$ cat config.mk
export PLATFORM = sky130hd
export DESIGN_NAME = sdrc_wb_arbiter
export DESIGN_NICKNAME = d
export VERILOG_FILES = /design/src/rtl/sdrc_wb_arbiter.sv
export SDC_FILE = /design/constraint.sdc
export NUM_CORES = 1
export LEC_CHECK = 0
export CAP_MARGIN = 5
export CORE_AREA = 2 2 108 110
export CTS_BUF_LIST = sky130_fd_sc_hd__clkbuf_4 sky130_fd_sc_hd__clkbuf_8 sky130_fd_sc_hd__clkbuf_16
export CTS_CLUSTER_SIZE = 30
export DETAILED_ROUTE_END_ITERATION = 8
export DIE_AREA = 0 0 110 112
export GPL_TIMING_DRIVEN = 1
export PLACE_DENSITY_LB_ADDON = 0.08
export SLEW_MARGIN = 40
export SYNTH_ARGS = -nofsm -noshare
export SYNTH_HDL_FRONTEND = slang
export SYNTH_SLANG_ARGS = --single-unit
$ cat constraint.sdc
create_clock -name wb_clk_i -period 5 [get_ports wb_clk_i]
set_clock_uncertainty 0.05 [all_clocks]
set_input_delay 1 -clock wb_clk_i [delete_from_list [all_inputs] [get_ports wb_clk_i]]
set_output_delay 1 -clock wb_clk_i [all_outputs]
set_load 0.01 [all_outputs]
$ cat src/rtl/sdrc_wb_arbiter.sv
// Round-robin Wishbone arbiter in front of the sdrc_top slave port.
// Holds the grant for a whole wb_cyc and aborts stalled accesses with an error after TIMEOUT cycles.
module sdrc_wb_arbiter #(
    parameter int NUM_M   = 2,
    parameter int AW      = 26,
    parameter int DW      = 32,
    parameter int TIMEOUT = 255
) (
    input  logic                   wb_clk_i,
    input  logic                   wb_rst_i,
    input  logic [NUM_M-1:0]       m_cyc_i,
    input  logic [NUM_M-1:0]       m_stb_i,
    input  logic [NUM_M-1:0]       m_we_i,
    input  logic [NUM_M*AW-1:0]    m_addr_i,
    input  logic [NUM_M*DW-1:0]    m_dat_i,
    input  logic [NUM_M*DW/8-1:0]  m_sel_i,
    input  logic [NUM_M*3-1:0]     m_cti_i,
    output logic [DW-1:0]          m_dat_o,
    output logic [NUM_M-1:0]       m_ack_o,
    output logic [NUM_M-1:0]       m_err_o,
    output logic                   s_cyc_o,
    output logic                   s_stb_o,
    output logic                   s_we_o,
    output logic [AW-1:0]          s_addr_o,
    output logic [DW-1:0]          s_dat_o,
    output logic [DW/8-1:0]        s_sel_o,
    output logic [2:0]             s_cti_o,
    input  logic [DW-1:0]          s_dat_i,
    input  logic                   s_ack_i,
    output logic [NUM_M-1:0]       grant_o,
    output logic                   busy_o
);

    localparam int          SW     = DW / 8;
    localparam int          IW     = (NUM_M > 1) ? $clog2(NUM_M) : 1;
    localparam logic [15:0] TMO16  = 16'(TIMEOUT);
    localparam logic [15:0] TMAX   = 16'hFFFF;

    typedef enum logic [1:0] {
        ST_IDLE,
        ST_BUSY,
        ST_FLUSH
    } state_t;

    state_t           state_reg;
    logic [NUM_M-1:0] grant_reg;
    logic [IW-1:0]    idx_reg;
    logic [IW-1:0]    last_reg;
    logic [15:0]      timer_reg;
    logic             busy_reg;

    logic [AW-1:0]    addr_arr [NUM_M];
    logic [DW-1:0]    dat_arr  [NUM_M];
    logic [SW-1:0]    sel_arr  [NUM_M];
    logic [2:0]       cti_arr  [NUM_M];

    genvar gi;
    generate
        for (gi = 0; gi < NUM_M; gi++) begin : g_unpack
            assign addr_arr[gi] = m_addr_i[gi*AW +: AW];
            assign dat_arr[gi]  = m_dat_i[gi*DW +: DW];
            assign sel_arr[gi]  = m_sel_i[gi*SW +: SW];
            assign cti_arr[gi]  = m_cti_i[gi*3 +: 3];
        end
    endgenerate

    // Round-robin search: scanning offsets from far to near lets the
    // nearest requester after last_reg overwrite any farther one.
    logic          req_any;
    logic [IW-1:0] pick_idx;
    logic [IW-1:0] cand;

    always_comb begin
        req_any  = 1'b0;
        pick_idx = '0;
        cand     = '0;
        for (int k = NUM_M; k >= 1; k--) begin
            cand = IW'((int'(last_reg) + k) % NUM_M);
            if (m_cyc_i[cand]) begin
                req_any  = 1'b1;
                pick_idx = cand;
            end
        end
    end

    logic in_busy;
    logic sel_cyc;
    logic sel_stb;
    logic ack_fwd;
    logic timeout_hit;

    assign in_busy  = (state_reg == ST_BUSY);
    assign sel_cyc  = m_cyc_i[idx_reg];
    assign sel_stb  = m_stb_i[idx_reg];

    assign s_cyc_o  = in_busy & sel_cyc;
    assign s_stb_o  = in_busy & sel_cyc & sel_stb;
    assign s_we_o   = in_busy & m_we_i[idx_reg];
    assign s_addr_o = in_busy ? addr_arr[idx_reg] : '0;
    assign s_dat_o  = in_busy ? dat_arr[idx_reg]  : '0;
    assign s_sel_o  = in_busy ? sel_arr[idx_reg]  : '0;
    assign s_cti_o  = in_busy ? cti_arr[idx_reg]  : '0;
    assign m_dat_o  = s_dat_i;

    // An ack in the timeout cycle wins, so the error only fires on a stalled strobe.
    assign ack_fwd     = s_cyc_o & s_ack_i;
    assign timeout_hit = s_stb_o & ~s_ack_i & (timer_reg >= TMO16);

    generate
        for (gi = 0; gi < NUM_M; gi++) begin : g_resp
            assign m_ack_o[gi] = grant_reg[gi] & ack_fwd;
            assign m_err_o[gi] = grant_reg[gi] & timeout_hit;
        end
    endgenerate

    assign grant_o = grant_reg;
    assign busy_o  = busy_reg;

    always_ff @(posedge wb_clk_i) begin
        if (wb_rst_i) begin
            timer_reg <= '0;
        end else if (s_ack_i || !s_stb_o) begin
            timer_reg <= '0;
        end else if (timer_reg != TMAX) begin
            timer_reg <= timer_reg + 16'd1;
        end
    end

    always_ff @(posedge wb_clk_i) begin
        if (wb_rst_i) begin
            state_reg <= ST_IDLE;
            grant_reg <= '0;
            idx_reg   <= '0;
            last_reg  <= IW'(NUM_M - 1);
            busy_reg  <= 1'b0;
        end else begin
            case (state_reg)
                ST_IDLE: begin
                    if (req_any) begin
                        state_reg <= ST_BUSY;
                        grant_reg <= {{(NUM_M-1){1'b0}}, 1'b1} << pick_idx;
                        idx_reg   <= pick_idx;
                        last_reg  <= pick_idx;
                        busy_reg  <= 1'b1;
                    end
                end
                ST_BUSY: begin
                    if (!sel_cyc) begin
                        state_reg <= ST_IDLE;
                        grant_reg <= '0;
                        busy_reg  <= 1'b0;
                    end else if (timeout_hit) begin
                        state_reg <= ST_FLUSH;
                    end
                end
                ST_FLUSH: begin
                    if (!sel_cyc) begin
                        state_reg <= ST_IDLE;
                        grant_reg <= '0;
                        busy_reg  <= 1'b0;
                    end
                end
                default: begin
                    state_reg <= ST_IDLE;
                    grant_reg <= '0;
                    busy_reg  <= 1'b0;
                end
            endcase
        end
    end

endmodule
* Word-level counts from Yosys, hierarchy flattened *
Index checks and enable logic that the tools add are counted.

storage, ports and cells
  register bits = 23
  bits in latches = 0
  RAM bits = 0
  ROM bits = 0
  bits of input ports = 171
  word-level logic and storage cells = 82
  memories kept = 0

cells by class
  add/sub/neg operators = 3
  multiply operators = 0
  divide/modulo/power cells = 0
  $lt $le $gt $ge = 5
  equal/unequal tests = 7
  shift operators = 1
  multiplexer cells = 40
  bitwise logic cells = 12
  reduce and logical (&&, ||, !) cells = 8

operators with widths
  operator                                                                              number
  32-bit 2-to-1 mux                                                                     4
  26-bit 2-to-1 mux                                                                     4
  16-bit by 1-bit adder with 16-bit output, second input constant                       1
  16-bit by 8-bit greater-or-equal comparator with 1-bit output, second input constant  1
  1-bit 2-to-1 mux                                                                      16
  4-bit 2-to-1 mux                                                                      4
  16-bit inequality test, second input constant                                         1
  3-bit 2-to-1 mux                                                                      4
  1-bit AND                                                                             10
  2-bit 2-to-1 mux                                                                      5
  1-bit by 2-bit less-than comparator with 1-bit output, second input constant          3
  2-bit inequality test, second input constant                                          3
  2-bit one-hot mux with 3 select lines                                                 1
  2-bit one-hot mux with 2 select lines                                                 1
  2-bit AND reduction                                                                   2
  2-bit OR reduction                                                                    2
  3-bit by 2-bit inequality test with 1-bit output, second input constant               1
  3-bit AND reduction                                                                   1
  1-bit adder, second input constant                                                    2
  2-bit by 1-bit == test with 1-bit output, second input constant                       1
  2-bit == test, second input constant                                                  1
  2-bit greater-or-equal comparator, second input constant                              1
  2-bit logical NOT                                                                     1
  1-bit NOT with 2-bit output                                                           1
  other kinds (5)                                                                       5

* Logic depth before layout (Yosys ltp) *
Gate-level depths: netlist of run 1.

  word-level depth = 9
  mapped depth = 7
  mapped depth without buffers = 6

* Worst setup path before layout of run 1 *
OpenSTA, ideal clock, no wires.

  kind = input-to-output
  start point = input port m_cyc_i[0]
  end point = output port m_ack_o[0]
  data arrival time = 1.675 ns
  required time = 3.950 ns
  slack = 2.275 ns
  stages on the path = 4
  buffers on the path = 0
  cell sequence = mux2_4 nand2_1 inv_1 and3_1

between the ends
  word-level cells in the longest chain between the ends = 5

ends and longest elaborated chain
  what                                                  line  RTL
  start: declaration                                    11    input logic [NUM_M-1:0] m_cyc_i,
  1-bit 2-to-1 mux (implied by the code) (2 in series)  93    assign sel_cyc = m_cyc_i[idx_reg];
  1-bit AND                                             96    assign s_cyc_o = in_busy & sel_cyc;
  net s_cyc_o                                           21    output logic s_cyc_o,
  1-bit AND                                             106   assign ack_fwd = s_cyc_o & s_ack_i;
  1-bit AND                                             111   assign m_ack_o[gi] = grant_reg[gi] & ack_fwd;
  end: declaration                                      19    output logic [NUM_M-1:0] m_ack_o,

The timed path passes the listed nets, and every way through them passes these cells. The select of a mux whose other input is x is not followed.

* Worst setup path in the final report of run 1 *
  start point = input port m_cyc_i[1]
  end point = output port m_err_o[0]

between the ends
  word-level cells in the longest chain between the ends = 7

ends and longest elaborated chain
  what                                                  line  RTL
  1-bit 2-to-1 mux (implied by the code) (2 in series)  93
  1-bit AND (2 in series)                               97    assign s_stb_o = in_busy & sel_cyc & sel_stb;
  1-bit AND (2 in series)                               107   assign timeout_hit = s_stb_o & ~s_ack_i & (timer_reg >= TMO16);
  1-bit AND                                             112   assign m_err_o[gi] = grant_reg[gi] & timeout_hit;
  end: declaration                                      20    output logic [NUM_M-1:0] m_err_o,

No other way between the ends. The select of a mux whose other input is x is not followed.

==> metrics, run 1 <==
result of the run finished clean; Compound-Gate Fraction of Synth Area 10.9%; Worst Hold Slack around 450 ps; sequential area share after synthesis between 10% and 20%; vias in the first global route between 2000 and 3000; drt wl/cell 17.1 um; Post-Syn Area 2730 um2; setup TNS 0 ps; Synth area leaders mux2i_1 (26%), dfxtp_1 (17%), nor2b_1 (16%); clk sinks 23; cts bufs inserted 3; CP Capture Type output pin; Worst Tran Pin Value roughly 550 ps; setup bufs post-CTS 0; crit start category primary input; Hold Crit Start timer_reg[10]$_SDFFE_PP0P_; synth unique cells 44; die footprint 12300 um2; Peak VDD IR 0.000143 V; Post-layout nets approximately 680; Lkg Pwr roughly 1.7 nW; Fin. Hold Viols 0; final period utilization 80.6%; Global Route Usage Sum 16.8%; PwrDens 191 nW/um2; XOR/XNOR Fraction of Synth Area less than 1%; Post-Synthesis Cells 336; post-synthesis simple-gate area fraction a little under a third; first-pass GRT wire length ~16 mm; htree depth 1; layout cell share with drive strength beyond 1 under 10%; Worst Hold End timer_reg[10]$_SDFFE_PP0P_; Die Ht between 100 and 150 um; FP Rows 39; YS warnings 0; Vias between 2000 and 3000; FMAX 248 MHz; I/O pins 278; detailed placement HPWL between 9 and 10 mm; CP Launch Point m_cyc_i[1]; largest area contributor in the netlist mux2i_1; Post-Synth Adder-Cell Area 1.83%; Final ANT Viol Nets 0; RSZ-0062 raised after global routing false; final std cells w/o fill around 650; min cycle time layout between 4000 and 5000 ps; syn_nets 511; clk_lat worst skew approximately 250 ps; Design Power around 900 uW; Max-Cap Viols 0; gp weighted congestion roughly 0.83; total gr overflow 0; Reg2Reg Launch Point state_reg[1]$_SDFFE_PP0P_; hold path depth 1; clock root cell clkbuf_16; antenna violations before repair 0; pre-CTS setup slack roughly 990 ps; clock tree buffer depth 2; mean post-synth cell area just over 8 um2; R2R Setup Slk 2750 ps; Port Buffers around 210; DIE WIDTH roughly 110 um; r2r worst-path depth 7; max-slew violations 0; Area Overhead vs Synth 76.9%; post-synthesis mux area share about a quarter; worst hold-check path type flip-flop to flip-flop; Critical Path RT 3950 ps; CP Data Arrival Time around 3000 ps; post-synthesis register bit count 23; hold_buf cts 0; Reg2Reg Capture Point timer_reg[4]$_SDFFE_PP0P_; final worst slack slightly below 1000 ps; DR vias/cell ~4.6; CTS tree done; top cell type's share of synthesized area about a quarter; Core ar. 11200 um2; setup violators final 0; critical path type primary input to output pin; number of fill cells 1153; max reg flops 16; PostCTS Resize Cnt 0; Inserted Diodes 0; largest net degree at the start of global routing roughly 70; starting density of the core ~24%; final wirelength roughly 11 mm; drc violations 0; placed cells ~650; drt pass-1 iters 4; relative slew slack ~63%; DR iter-0 viols 70; Clock transition at path regs ~60 ps; worst-path fanout max 7; largest family of logic cells by synthesized area simple AND/OR/NAND/NOR gates
[how the worst max path moves through the flow]
stage	slack, ps	end
2_1_floorplan	2280	m_ack_o[0]
3_5_place_dp	990	m_err_o[1]
6_report	970	m_err_o[0]
4_1_cts	980	m_err_o[1]
3_3_place_gp	1040	m_err_o[1]
5_1_grt	880	m_err_o[0]
[power breakdown]
part	total (mW)	internal, mW	switching [mW]
Clock	0.171	0.107	0.0632
Sequential	0.208	0.191	0.0173
Combinational	0.544	0.335	0.209
Total	0.923	0.633	0.290
[cell families (layout without fill, tap and decap cells)]
kind of cell / Yosys count / after routing
compound gates: 42 / 42
fa+ha+maj: 4 / 4
simple gates: 136 / 136
mux: 72 / 72
xor+xnor: 2 / 2
flops: 23 / 23
buf+inv: 57 / 227
[synth_stat cells]
| cell type | count |
|---|---|
| nor4_2 | 1 |
| a22oi_4 | 1 |
| inv_1 | 7 |
| o2111ai_1 | 2 |
| nor2_1 | 8 |
| nand2b_1 | 4 |
| buf_2 | 9 |
| mux2i_1 | 71 |
| mux2_4 | 1 |
| nor3_1 | 4 |
| nand4_2 | 4 |
| nand4_1 | 2 |
| or3_1 | 5 |
| o21ai_0 | 8 |
| clkbuf_1 | 9 |
| a21oi_2 | 1 |
| nand3_1 | 5 |
| o211ai_1 | 2 |
| a221oi_1 | 1 |
| nand4b_4 | 1 |
| dfxtp_1 | 23 |
| nor4_1 | 4 |
| xnor2_1 | 2 |
| nor2b_1 | 69 |
| or4_4 | 1 |
| o221a_2 | 1 |
| o21bai_2 | 1 |
| and3_1 | 4 |
| o21ai_1 | 1 |
| nand3_2 | 1 |
| o311a_1 | 1 |
| a31oi_1 | 3 |
| ha_1 | 4 |
| or2_1 | 1 |
| a21oi_1 | 13 |
| buf_4 | 32 |
| nand2_1 | 18 |
| and2_1 | 3 |
| o21a_1 | 1 |
| nor3_2 | 1 |
| a21boi_0 | 2 |
| o31ai_1 | 1 |
| a211oi_4 | 1 |
| a211oi_1 | 2 |
[worst max-delay path, stage by stage]
cell and delay (ps):
clkdlybuf4s50_1 650, nand4_2 220, a21oi_2 270, o21a_1 180, and2_1 120, clkdlybuf4s50_1 530
[area by class of cell]
type,instances,area (um2),area share [%]
timing repair buffer,216,2150,44.6
multi-input combinational,256,1930,39.9
sequential,23,464,9.60
tap,143,179,3.70
clock buffer,3,75.1,1.55
inverter,7,26.3,0.544
clock inverter,1,5.00,0.104
[cells in the final DEF (no fill, tap or decap), drive strengths merged, types with 2 or more instances in the layout]
cell	instances
a211oi	3
a21boi	2
a21oi	14
a31oi	3
and2	3
and3	4
buf	3
clkbuf	3
clkdlybuf4s50	213
dfxtp	23
ha	4
inv	7
mux2i	71
nand2	18
nand2b	4
nand3	6
nand4	6
nor2	8
nor2b	69
nor3	5
nor4	5
o2111ai	2
o211ai	2
o21ai	9
or3	5
xnor2	2
[per-stage QoR]
stage | instance area (um2) | util (%)
global route | 4830 | 43.3
CTS | 4830 | 43.3
floorplan | 2730 | -
finish | 4830 | 43.3
detailed placement | 4750 | 42.5
global placement | 4750 | 42.5
[routing by layer]
metal | global-route usage (%) | up-vias | share of wire [%]
met5 | 0 | - | 0
met3 | 5.27 | 2 | 11
li1 | - | 1481 | -
met1 | 19.8 | 1376 | 39
met4 | 2.53 | 0 | 0.46
met2 | 29.9 | 98 | 50
(Power assumes the default switching activity.)
==> inputs of run 2 (changes only) <==
CORE_AREA = 2 2 107 109   (was 2 2 108 110)
DIE_AREA = 0 0 109 111   (was 0 0 110 112)
clock period = 3.4 ns   (was 5 ns; I/O delays follow)
==> run 2 against run 1 <==
Against the previous run: global-route usage rose by 1.3 points; register-to-register slack worse by 1200 ps; routed wire length rose by 3.8%; sequential power up 46%; sequential cell count unchanged; utilization increased by 0.72 points; critical path depth unchanged; clock-buffer cell count did not move; die area shrank 1.8%; sequential share of layout area fell by 0.074 points; critical path type unchanged; critical endpoint is now m_err_o[1].
==> metrics, run 2 (synthesized netlist as in run 1, its figures left out) <==
result of the run finished clean; vias in the first global route around 2900; placed cells 650; Fin. Hold Viols 0; Worst Hold Slack around 450 ps; Global Route Usage Sum between 15 and 20%; Port Buffers about 210; WP buf/inv 2; final worst slack 159 ps; Max-Cap Viols 0; hold_buf cts 0; Critical Path Max Stage Delay between 600 and 700 ps; Vias between 2000 and 3000; critical path type primary input to output pin; CP cell instances clkdlybuf4s50_1, nand4_2, a21oi_2, o21a_1, and2_1, clkdlybuf4s50_1; RSZ-0062 raised after global routing false; FMAX 309 MHz; PwrDens 283 nW/um2; CP Data Arrival Time between 2000 and 3000 ps; clock tree buffer depth 2; DR iter-0 viols slightly below 80; sw power 442 uW; worst-path fanout max 7; drc violations 0; sequential share of power between 20% and 30%; Die Ht between 100 and 150 um; first-pass GRT wire length 17.0 mm; Comb pwr share about three fifths; CTS tree done; die footprint 12100 um2; clock group share of total power a little under a fifth; Core ar. between 10000 and 15000 um2; Lkg Pwr 1.71 nW; commonest non-fill, non-tap cell in the layout clkdlybuf4s50_1; relative slew slack about two thirds; starting density of the core 24.7%; pre-CTS setup slack between 100 and 150 ps; Reg2Reg Launch Point idx_reg$_SDFFE_PP0P_; hold path depth 1; DIE WIDTH 109 um; Multi-input gate area roughly 1900 um2; setup violators final 0; Hold Crit Start timer_reg[10]$_SDFFE_PP0P_; I/O pins around 280; most frequent cells in the layout clkdlybuf4s50_1 (213), mux2i_1 (71), nor2b_1 (69); max reg flops 16; max-slew violations 0; CP Capture Type output pin; worst hold-check path type flip-flop to flip-flop; number of fill cells 1128; placed inst area 4790 um2; final std cells w/o fill about 650; Switching Share around a third; crit start category primary input; cts bufs inserted 3; post-route cell area 4870 um2; Post-layout nets between 600 and 700; Peak VDD IR between 0.0002 and 0.00025 V; total gr overflow 0; PostCTS Resize Cnt 0; FP Rows 39; final period utilization 95.3%; final wirelength approximately 12 mm; layout cell share with drive strength beyond 1 under 10%; Inserted Diodes 0; Clock transition at path regs 70 ps; DR vias/cell about 4.6; largest net degree at the start of global routing between 40 and 50; min cycle time layout about 3200 ps; Int Pwr approximately 940 uW; Critical Path RT roughly 2700 ps; FF/Latch Area around 460 um2; most used cell, CP clkdlybuf4s50_1; clock root cell clkbuf_16; antenna violations before repair 0; Final ANT Viol Nets 0; Largest delay share family, worst path buffers and inverters; drt pass-1 iters 4; Slowest-stage cell, CP clkdlybuf4s50_1; clk_lat worst skew between 200 and 300 ps; fin util between 40% and 50%; r2r worst-path depth 5; htree depth 1; drt wl/cell 17.6 um; CP Launch Point m_cyc_i[1]; Worst Tran Pin Value 472 ps; clk sinks 23; detailed placement HPWL around 9.6 mm; path length in cells of the critical path 6; setup bufs post-CTS 0; Area Overhead vs Synth 78.3%; Design Power approximately 1.4 mW; gp weighted congestion 0.811; setup TNS 0 ps
-- run 2: cell types whose count changed in the layout (fill, tap and decap cells not counted), sizes merged --
| cell | before | now |
|---|---|---|
| buf | 3 | 8 |
-- run 2: path summary, 6_finish.rpt --
check | end | slack [ps]
worst max-delay path | m_err_o[1] | 160
worst min-delay path | timer_reg[10]$_SDFFE_PP0P_ | 450
worst max register to register | timer_reg[4]$_SDFFE_PP0P_ | 1540
worst min register to register | timer_reg[10]$_SDFFE_PP0P_ | 450
-- run 2: cell type report --
cell class,instances,area share [%]
Timing Repair Buffer,221,45.0
Inverter,7,0.539
Sequential cell,23,9.53
Tap cell,143,3.67
Clock buffer,3,1.54
Multi-Input combinational cell,256,39.6
Clock inverter,1,0.103
-- run 2: worst reg2reg max path, delay by kind of cell, from the launching register on --
family / cells / cell delay [ps]
AO/OA/AOI/OAI: 3 / 720
buffers and inverters: 1 / 190
flip-flops: 1 / 630
AND/OR/NAND/NOR: 1 / 200
-- run 2: power by group through the flow --
stage | Clock, mW | Sequential, mW | Combinational [mW]
2_1_floorplan | 0 | 0.295 | 0.400
3_3_place_gp | 0 | 0.311 | 0.823
3_5_place_dp | 0 | 0.311 | 0.824
4_1_cts | 0.268 | 0.305 | 0.828
5_1_grt | 0.276 | 0.307 | 0.871
6_report | 0.260 | 0.304 | 0.816
-- run 2: per-layer routing --
layer	part of all wire [%]	up-vias	global-route usage (%)
met5	0	-	0
met4	0.92	0	3.50
met3	11	8	5.64
met2	49	117	32.1
met1	39	1368	21.0
li1	-	1492	-
==> inputs of run 3 (changes only) <==
CORE_AREA = 2 2 108 110   (was 2 2 107 109)
CTS_BUF_LIST = not set   (was sky130_fd_sc_hd__clkbuf_4 sky130_fd_sc_hd__clkbuf_8 sky130_fd_sc_hd__clkbuf_16)
DIE_AREA = 0 0 110 112   (was 0 0 109 111)
clock period = 3.65 ns   (was 3.4 ns; I/O delays follow)
==> run 3 against run 2 <==
Against the previous run: final area decreased by 0.49%; register-to-register slack improved by 170 ps; global-route usage fell by 0.95 points; utilization is 0.60 points lower; non-clock buffer count down 3; sequential cell count is the same.
==> metrics, run 3 (synthesized netlist as in run 1, its figures left out) <==
result of the run finished clean; Max-Cap Viols 0; Fin. Hold Viols 0; starting density of the core between 20% and 30%; crit start category primary input; CTS tree done; Switching Share a little under a third; RSZ-0062 raised after global routing false; Post-layout nets around 700; cts bufs inserted 3; Clock transition at path regs ~60 ps; max-slew violations 0; CP Data Arrival Time between 2000 and 3000 ps; Vias between 2000 and 3000; clock root cell clkbuf_16; FMAX about 300 MHz; sw power about 400 uW; DIE WIDTH about 110 um; most frequent cells in the layout clkdlybuf4s50_1 (213), mux2i_1 (71), nor2b_1 (69); CP Capture Type output pin; Port Buffers roughly 210; largest net degree at the start of global routing between 60 and 70; clk sinks 23; drt wl/cell about 17 um; Critical Path Max Stage Delay approximately 530 ps; placed inst area 4770 um2; setup bufs post-CTS 0; Slowest-stage cell, CP clkdlybuf4s50_1; final period utilization between 90% and 100%; Largest delay share family, worst path buffers and inverters; htree depth 1; worst hold-check path type flip-flop to flip-flop; Critical Path RT 2870 ps; PwrDens between 200 and 300 nW/um2; WP buf/inv 2; relative slew slack between 60% and 70%; clock tree buffer depth 2; critical path type primary input to output pin; sequential share of power between 20% and 30%; max reg flops 16; hold_buf cts 0; FP Rows 39; PostCTS Resize Cnt 0; antenna violations before repair 1; commonest non-fill, non-tap cell in the layout clkdlybuf4s50_1; Core ar. between 10000 and 15000 um2; Inserted Diodes 0; Area Overhead vs Synth 77.4%; Global Route Usage Sum approximately 17%; Design Power around 1.3 mW; drt pass-1 iters 4; clock group share of total power a little under a fifth; setup TNS 0 ps; Int Pwr a little under 900 uW; drc violations 0; gp weighted congestion between 0.8 and 0.9; DR iter-0 viols slightly below 90; die footprint 12300 um2; DR vias/cell 4.52; detailed placement HPWL ~9.3 mm; setup violators final 0; Comb pwr share between 50% and 60%; most used cell, CP clkdlybuf4s50_1; Peak VDD IR 0.000150 V; FF/Latch Area ~460 um2; worst-path fanout max 4; fin util 43.4%; I/O pins 278; min cycle time layout around 3300 ps; first-pass GRT wire length 16.2 mm; post-route cell area between 4000 and 5000 um2; final wirelength 11.3 mm; total gr overflow 0; layout cell share with drive strength beyond 1 between 4 and 5%; Lkg Pwr about 1.7 nW; Worst Tran Pin Value 554 ps; Multi-input gate area about 1900 um2; number of fill cells between 1000 and 1500; vias in the first global route 2804; clk_lat worst skew 250 ps; Die Ht approximately 110 um; CP cell instances clkdlybuf4s50_1, nand4_2, a21oi_2, o21a_1, and2_1, clkdlybuf4s50_1; Final ANT Viol Nets 0
==> run 3: cell count changes in the layout (fill, tap and decap cells not counted) <==
cell      change
clkinv_2      -1
buf_4         -3
clkbuf_1      +1
==> run 3: layout make-up <==
cell class              count  area share (%)
multi-input cells         256            39.8
well taps                 143            3.69
clock buffers               4            1.63
inverters                   7           0.542
flip-flops and latches     23            9.58
repair buffers            218            44.8
==> run 3: per-layer routing <==
layer  vias up  GRT usage, %  wire, um
met5         -             0        19
met1      1332          20.4      4580
li1       1488             -         -
met3        10          4.45      1040
met4         2          4.22       147
met2       110          30.0      5530
==> run 3: final timing paths <==
check	start	end	slack [ps]	depth (start not counted)
max	m_cyc_i[1]	m_err_o[0]	300	6
min	timer_reg[5]$_SDFFE_PP0P_	timer_reg[5]$_SDFFE_PP0P_	460	2
max reg2reg	idx_reg$_SDFFE_PP0P_	timer_reg[10]$_SDFFE_PP0P_	1710	4
min reg2reg	timer_reg[5]$_SDFFE_PP0P_	timer_reg[5]$_SDFFE_PP0P_	460	2
==> run 3: power by group through the flow <==
stage	Combinational, mW	Clock, mW	Sequential (mW)
floorplan	0.373	0	0.275
global placement	0.757	0	0.292
detailed placement	0.758	0	0.293
CTS	0.762	0.242	0.288
global route	0.799	0.252	0.290
finish	0.751	0.234	0.287
==> run 3: stage by stage <==
step | instances | hold slack (ps) | setup WS (ps)
floorplan | 336 | 410 | 1470
global placement | 647 | 432 | 361
detailed placement | 647 | 435 | 317
CTS | 651 | 456 | 308
global route | 651 | 489 | 182
finish | 651 | 458 | 304
==> run 3: tightest hold or removal path: cells and delay by family (launching register included) <==
family | cells | cell delay, ps
flops | 1 | 340
mux | 1 | 50
simple gates | 1 | 70
==> RTL change (settings of run 3) <==
Change the parameter `DW` from 32 to 28.
--- a/src/rtl/sdrc_wb_arbiter.sv
+++ b/src/rtl/sdrc_wb_arbiter.sv
@@ -3,7 +3,7 @@
 module sdrc_wb_arbiter #(
     parameter int NUM_M   = 2,
     parameter int AW      = 26,
-    parameter int DW      = 32,
+    parameter int DW      = 28,
     parameter int TIMEOUT = 255
 ) (
     input  logic                   wb_clk_i,
Ports: changed (6 resized); port bits go from 278 to 256. The function was not compared with the original's and may differ.
==> RTL change against run 3 <==
Wire length is 7.9% lower. Total power decreased by 18%. Sequential cell count did not move. Synthesized area fell by 8.8%. Via count is 9.0% lower. Largest cell class unchanged. Die area is the same. Critical endpoint unchanged. Cell area shrank 7.3%. Setup slack got worse by 0.0047 ns.
==> RTL change: results (changes against run 3) <==
initial antenna violation count = 2 (was 1)
crit-path max FO = 9 (was 4)
# nets final = 629 (was 684)
Met2 Wirelength = 4740 um (was 5530 um)
pin count of the biggest net entering global routing = 42 (was 67)
diode count = 1 (was 0)
fraction of synthesized area in multiplexers = 24.9% (was 26.6%)
DR vias = 2676 (was 2942)
reg-to-reg critical path startpoint = state_reg[1] (was idx_reg)
Worst Reg2Reg Path Length in Cells = 7 (was 4)
Synth area leaders = mux2i_1 24%, dfxtp_1 18%, nor2b_1 15% (was mux2i_1 26%, dfxtp_1 17%, nor2b_1 16%)
most instantiated cells after synthesis = 61 x mux2i_1, 61 x nor2b_1, 28 x buf_4, 23 x dfxtp_1, 16 x nand2_1 (was 71 x mux2i_1, 69 x nor2b_1, 32 x buf_4, 23 x dfxtp_1, 18 x nand2_1)
ClkCell Share = 1.75% (was 1.63%)
area added between synthesis and finish = 80.3% (was 77.4%)
status = finished clean (unchanged)
Min Hold Slack = 0.425 ns (was 0.458 ns)
non-clk buf share = 45.0% (was 44.8%)
bufs w/o clock = 200 (was 218)
share of cells above drive strength 1 = 4.08% (was 4.92%)
Post-Syn Area = 0.00249 sq mm (was 0.00273 sq mm)
port bufs = 198 (was 213)
drt total wl = 10400 um (was 11300 um)
Adder-Cell Fraction of Synth Area = 2.01% (was 1.83%)
comb_multi_in = 232 (was 256)
vias in the first global route = 2592 (was 2804)
first-pass GRT wire length = 15000 um (was 16200 um)
Via density = 4.39 (was 4.52)
r2r endpoint = timer_reg[15] (was timer_reg[10])
Synth Area in Compound Gates = 8.43% (was 10.9%)
Post-Synthesis Net Count = 468 (was 511)
placed cells = 605 (was 647)
fraction of area in multi-input gates = 38.3% (was 39.8%)
Post-Synth XOR/XNOR Area = 3.16% (was 0.641%)
Least-Margin Pin Slew = 0.503 ns (was 0.554 ns)
total global-route track usage = 16.0% (was 17.1%)
Worst Hold Path EP = busy_o (was timer_reg[5])
Metal-1 WL = 4330 um (was 4580 um)
sequential fraction of the synthesis area = 18.5% (was 16.8%)
placed inst area = 0.00441 sq mm (was 0.00477 sq mm)
post-DP HPWL = 8550 um (was 9260 um)
Crit path largest cell delay = 0.62 ns (was 0.53 ns)
num sequential = 23 (unchanged)
-- RTL change: report_power, final --
group | switching [mW] | internal [mW] | total, mW | leakage [nW]
logic | 0.193 | 0.336 | 0.529 | 1.38
registers | 0.0187 | 0.259 | 0.277 | 0.187
clock network | 0.0890 | 0.149 | 0.238 | 0.0382
-- RTL change: worst max-delay path by stage --
stage	start	end	slack (ns)	depth (start not counted)
floorplan	m_cyc_i[0]	m_ack_o[0]	1.38	4
global placement	m_cyc_i[0]	m_err_o[1]	0.33	5
detailed placement	m_cyc_i[0]	m_err_o[1]	0.33	5
CTS	m_cyc_i[0]	m_err_o[1]	0.32	5
global route	m_cyc_i[0]	m_err_o[1]	0.21	5
finish	m_cyc_i[0]	m_err_o[0]	0.30	5
-- RTL change: routing by layer --
layer  GRT usage, %  vias up
met5              0        -
met4           3.29        2
met3           6.21       20
met2           25.4      122
met1           20.4     1177
li1               -     1355
